[src/rtl/mem_access_sequencer.sv]
// Word-select sequencer for an 8-word NAND-latch array: one read or write at a time,
// with programmable setup/pulse/hold phases and a single-cycle completion response.
module mem_access_sequencer #(
  parameter int DATA_W    = 4,
  parameter int SETUP_CYC = 1,
  parameter int PULSE_CYC = 2,
  parameter int HOLD_CYC  = 1
) (
  input  logic              clk,
  input  logic              rst,
  input  logic              req_valid,
  output logic              req_ready,
  input  logic              req_write,
  input  logic [2:0]        req_addr,
  input  logic [DATA_W-1:0] req_wdata,
  output logic              rsp_valid,
  output logic [DATA_W-1:0] rsp_rdata,
  output logic              adr0,
  output logic              adr1,
  output logic              adr2,
  output logic              select,
  output logic              wr_en,
  output logic [DATA_W-1:0] wdata,
  input  logic [DATA_W-1:0] rdata
);

  localparam int MAX_SP  = (SETUP_CYC > PULSE_CYC) ? SETUP_CYC : PULSE_CYC;
  localparam int MAX_CYC = (MAX_SP > HOLD_CYC) ? MAX_SP : HOLD_CYC;
  localparam int CNT_W   = $clog2(MAX_CYC + 1);

  if (SETUP_CYC < 1 || PULSE_CYC < 1 || HOLD_CYC < 1) begin : g_bad_param
    $error("mem_access_sequencer: SETUP_CYC, PULSE_CYC and HOLD_CYC must all be >= 1");
  end

  typedef enum logic [1:0] {IDLE, SETUP, PULSE, HOLD} state_e;

  state_e              state_q;
  logic [CNT_W-1:0]    cnt_q;
  logic [2:0]          adr_q;
  logic                select_q;
  logic                wr_en_q;
  logic [DATA_W-1:0]   wdata_q;
  logic                rsp_valid_q;
  logic [DATA_W-1:0]   rsp_rdata_q;

  // Ready is the only combinational output; it must drop in the same cycle rst is raised.
  assign req_ready = (state_q == IDLE) && !rst;

  assign {adr0, adr1, adr2} = adr_q;
  assign select    = select_q;
  assign wr_en     = wr_en_q;
  assign wdata     = wdata_q;
  assign rsp_valid = rsp_valid_q;
  assign rsp_rdata = rsp_rdata_q;

  // NOTE: every flop here uses <= so all branches see the pre-edge values of state and counter.
  always_ff @(posedge clk) begin
    if (rst) begin
      state_q     <= IDLE;
      cnt_q       <= '0;
      adr_q       <= '0;
      select_q    <= 1'b0;
      wr_en_q     <= 1'b0;
      wdata_q     <= '0;
      rsp_valid_q <= 1'b0;
      rsp_rdata_q <= '0;
    end else begin
      rsp_valid_q <= 1'b0;
      case (state_q)
        IDLE: begin
          if (req_valid && req_ready) begin
            state_q <= SETUP;
            cnt_q   <= CNT_W'(SETUP_CYC - 1);
            adr_q   <= req_addr;
            wr_en_q <= req_write;
            wdata_q <= req_wdata;
          end
        end
        SETUP: begin
          if (cnt_q == '0) begin
            state_q  <= PULSE;
            select_q <= 1'b1;
            cnt_q    <= CNT_W'(PULSE_CYC - 1);
          end else begin
            cnt_q <= cnt_q - 1'b1;
          end
        end
        PULSE: begin
          if (cnt_q == '0) begin
            state_q  <= HOLD;
            select_q <= 1'b0;
            cnt_q    <= CNT_W'(HOLD_CYC - 1);
            // wr_en_q still carries the latched request type here.
            if (!wr_en_q) rsp_rdata_q <= rdata;
          end else begin
            cnt_q <= cnt_q - 1'b1;
          end
        end
        HOLD: begin
          if (cnt_q == '0) begin
            state_q     <= IDLE;
            rsp_valid_q <= 1'b1;
            wr_en_q     <= 1'b0;
          end else begin
            cnt_q <= cnt_q - 1'b1;
          end
        end
        default: state_q <= IDLE;
      endcase
    end
  end

endmodule

[config.mk]
export PLATFORM = sky130hd
export DESIGN_NAME = mem_access_sequencer
export DESIGN_NICKNAME = d
export VERILOG_FILES = /design/src/rtl/mem_access_sequencer.sv
export SDC_FILE = /design/constraint.sdc
export NUM_CORES = 1
export LEC_CHECK = 0
export CAP_MARGIN = 40
export CORE_MARGIN = 2
export CORE_UTILIZATION = 43
export CTS_CLUSTER_SIZE = 28
export DETAILED_ROUTE_END_ITERATION = 8
export PLACE_DENSITY = 0.77
export SLEW_MARGIN = 25
export SYNTH_ARGS = -nofsm -noshare
export SYNTH_HDL_FRONTEND = slang
export SYNTH_SLANG_ARGS = --single-unit
[constraint.sdc]
create_clock -name clk -period 1.9 [get_ports clk]
set_input_delay 0.19 -clock clk [delete_from_list [all_inputs] [get_ports clk]]
set_output_delay 0.19 -clock clk [all_outputs]
set_load 0.01 [all_outputs]
==> flow_summary.json <==
{
  "design_area_um2": 1214,
  "grt_pass1_vias": 729,
  "status": "complete, no violations",
  "crit_required_ps": 2100,
  "slew_headroom_pct": 80.00,
  "ys_seq_elements": 18,
  "die-area_um2": 2366,
  "avgViaCountPerCell": 4.816,
  "worstMarginPinSlew_ps": 299.1,
  "grt_start_max_net_pins": 22,
  "ir_worst_vdd_mv": 0.6198,
  "finalPower_uw": 1405,
  "clock_latency_ps": 290,
  "grt_pass1_wl_mm": 3.042,
  "numCtsBuffers": 3,
  "fillers": 180,
  "avgSynthCellArea_um2": 9.118,
  "max_clock_freq_ghz": 0.6734,
  "cp_data_arrival_time_ps": 1690,
  "leakagePower_uw": 0.0005243,
  "yosys_warnings": 0,
  "setup_slack_ps": 415.1,
  "routedWlPerCell_um": 11.43,
  "synthCells": 94,
  "die_x_um": 48.65,
  "cts_buffer_depth": 2,
  "dpl_cell_area_um2": 1172,
  "cp_slowest_stage_delay_ps": 360,
  "start_util_pct": 44.60,
  "postCtsSetupBuffers": 0,
  "dieHeight_um": 48.65,
  "fin_crit_sh_pct": 78.15,
  "root_buffer": "clkbuf_4",
  "cap_violations": 0,
  "layout.nets": 148,
  "grt_overflow_total": 0,
  "portBuffers": 29,
  "clk_pin_slew_worst_paths_ps": 100,
  "cts_hold_buffers": 0,
  "drt_pre_antenna_iters": 4,
  "rows": 16,
  "drt-total-wl_mm": 1.738,
  "postLayoutCoreUtil_pct": 63.15,
  "drc_errors": 0,
  "gp_congestion": 0.8018,
  "slew_violations": 0,
  "antenna_found_initial": 0,
  "track_usage_pct": 15.96,
  "end_kind": "flop",
  "area_growth_pct": 41.61,
  "crit_buf_inv": 1,
  "initialDrtViolationCount": 12,
  "synth_nets": 116,
  "cp_max_fo": 8,
  "syn-cell-area_um2": 857.1,
  "cts_tree": "yes",
  "vias": 732,
  "layout-drive-gt1-share_pct": 7.200,
  "ant_nets": 0,
  "path_delay_family": "simple AND/OR/NAND/NOR gates",
  "htree_levels": 1,
  "crit_chain": "inv_1 -> ha_1 -> and2_4 -> or3_1 -> o32ai_1",
  "fin_crit_ps": 1485,
  "setup_violations": 0,
  "pre_cts_ws_ps": 347.9,
  "hpwl_mm": 1.314,
  "coreArea_um2": 1922,
  "critical_path_class": "flop to flop",
  "ys_seq_area_share_pct": 42.04,
  "skew_ps": 3.065,
  "rsz0062_at_grt": "false",
  "tns_ps": 0,
  "start_kind": "flop",
  "hold_viol": 0,
  "num_io_pins": 30,
  "cp_slowest_cell": "dfxtp_1",
  "p_per_area_nw_per_um2": 1158,
  "hp-class": "input pin to flop",
  "ys_types": 25,
  "clock-sinks": 18,
  "n_antenna_cell": 0
}
==> synthesized netlist by cell type <==
library cell  instances  area share [%]
inv_1                13             5.7
o221a_2               1             1.3
nor2b_1               3             2.2
and2_4                1             1.0
buf_6                 1             1.3
dfxtp_1              18              42
nand3b_1              9             7.9
a2bb2oi_1             1             1.0
a31oi_1               1            0.73
buf_2                 1            0.58
nand2b_1              2             1.5
o21a_1                1            0.88
nor3_1                1            0.58
mux2i_1               5             5.8
o21bai_1              1            0.88
ha_1                  7              10
nand2_1               1            0.44
o21ai_0               8             4.7
a21oi_1               3             1.8
clkbuf_1              2            0.88
or3_1                 1            0.73
nor2_1                9             3.9
a211oi_1              1            0.88
a221oi_1              1             1.0
o32ai_1               2             2.0
==> metrics by stage <==
stage / hold slack (ps) / instances
2_1_floorplan: 333.9 / 94
3_3_place_gp: 474.7 / 148
3_5_place_dp: 478.4 / 148
4_1_cts: 435.7 / 152
5_1_grt: 455.2 / 152
6_report: 447.4 / 152
==> registers in the layout (all words and copies together) (netlist names) <==
register,cells
adr_q,3
rsp_valid,1
cnt_q,2
rsp_rdata,4
wdata,4
select,1
wr_en,1
state_q,2
==> power breakdown <==
part	total [uW]	internal (uW)	switching, uW
clock network	233	117	116
logic	649	338	311
registers	523	469	54.3
==> metal layers <==
| metal | part of all wire [%] | GRT usage, % | vias to the layer above |
|---|---|---|---|
| met3 | 3.1 | 2.778 | 0 |
| met4 | 0 | 5.714 | 0 |
| met5 | 0 | 0 | - |
| met1 | 45 | 18.45 | 334 |
| met2 | 52 | 29.22 | 18 |
| li1 | - | - | 380 |
==> cells in the final DEF (no fill, tap or decap), drive strengths merged, types with 2 or more instances in the layout <==
master | netlist | final
a21oi | 3 | 3
buf | 2 | 2
clkbuf | 2 | 4
clkdlybuf4s50 | 0 | 28
dfxtp | 18 | 18
ha | 7 | 7
inv | 13 | 13
mux2i | 5 | 5
nand2b | 2 | 2
nand3b | 9 | 9
nor2 | 9 | 9
nor2b | 3 | 3
o21ai | 8 | 8
o32ai | 2 | 2
==> worst paths after layout <==
check | depth (start not counted) | startpoint | to | slack [ps]
min | 3 | req_wdata[2] | wdata[2] | 450
max reg2reg | 5 | cnt_q[0] | cnt_q[0] | 420
min reg2reg | 2 | wdata[2] | wdata[2] | 500
max | 5 | cnt_q[0] | cnt_q[0] | 420
==> worst register-to-register path: stages, from the launching register on <==
cell,delay [ps]
dfxtp_1,360
inv_1,80
ha_1,300
and2_4,200
or3_1,330
o32ai_1,130
==> cell families (layout without fill, tap and decap cells) <==
family                   Yosys count  after routing  share of synthesized area, %
buffers and inverters             17             48                         8.467
AO/OA/AOI/OAI                     20             20                         15.18
flip-flops                        18             18                         42.04
AND/OR/NAND/NOR                   27             27                         18.25
adder cells (fa/ha/maj)            7              7                         10.22
multiplexers                       5              5                         5.840
==> final cells by class <==
| type | instances | area [um2] | share of cell area, % |
|---|---|---|---|
| multi-input combinational | 59 | 426.7 | 35.15 |
| sequential | 18 | 360.3 | 29.69 |
| timing repair buffer | 31 | 307.8 | 25.36 |
| inverter | 13 | 48.80 | 4.021 |
| clock buffer | 4 | 36.28 | 2.990 |
| tap | 27 | 33.78 | 2.784 |
==> what timing repair did <==
action                                  CTS  global route
gates resized for setup                   0             2
hold endpoints to repair                  0             0
endpoints found under the setup margin    0             1
Note: power is estimated with default switching activity, not from simulation.
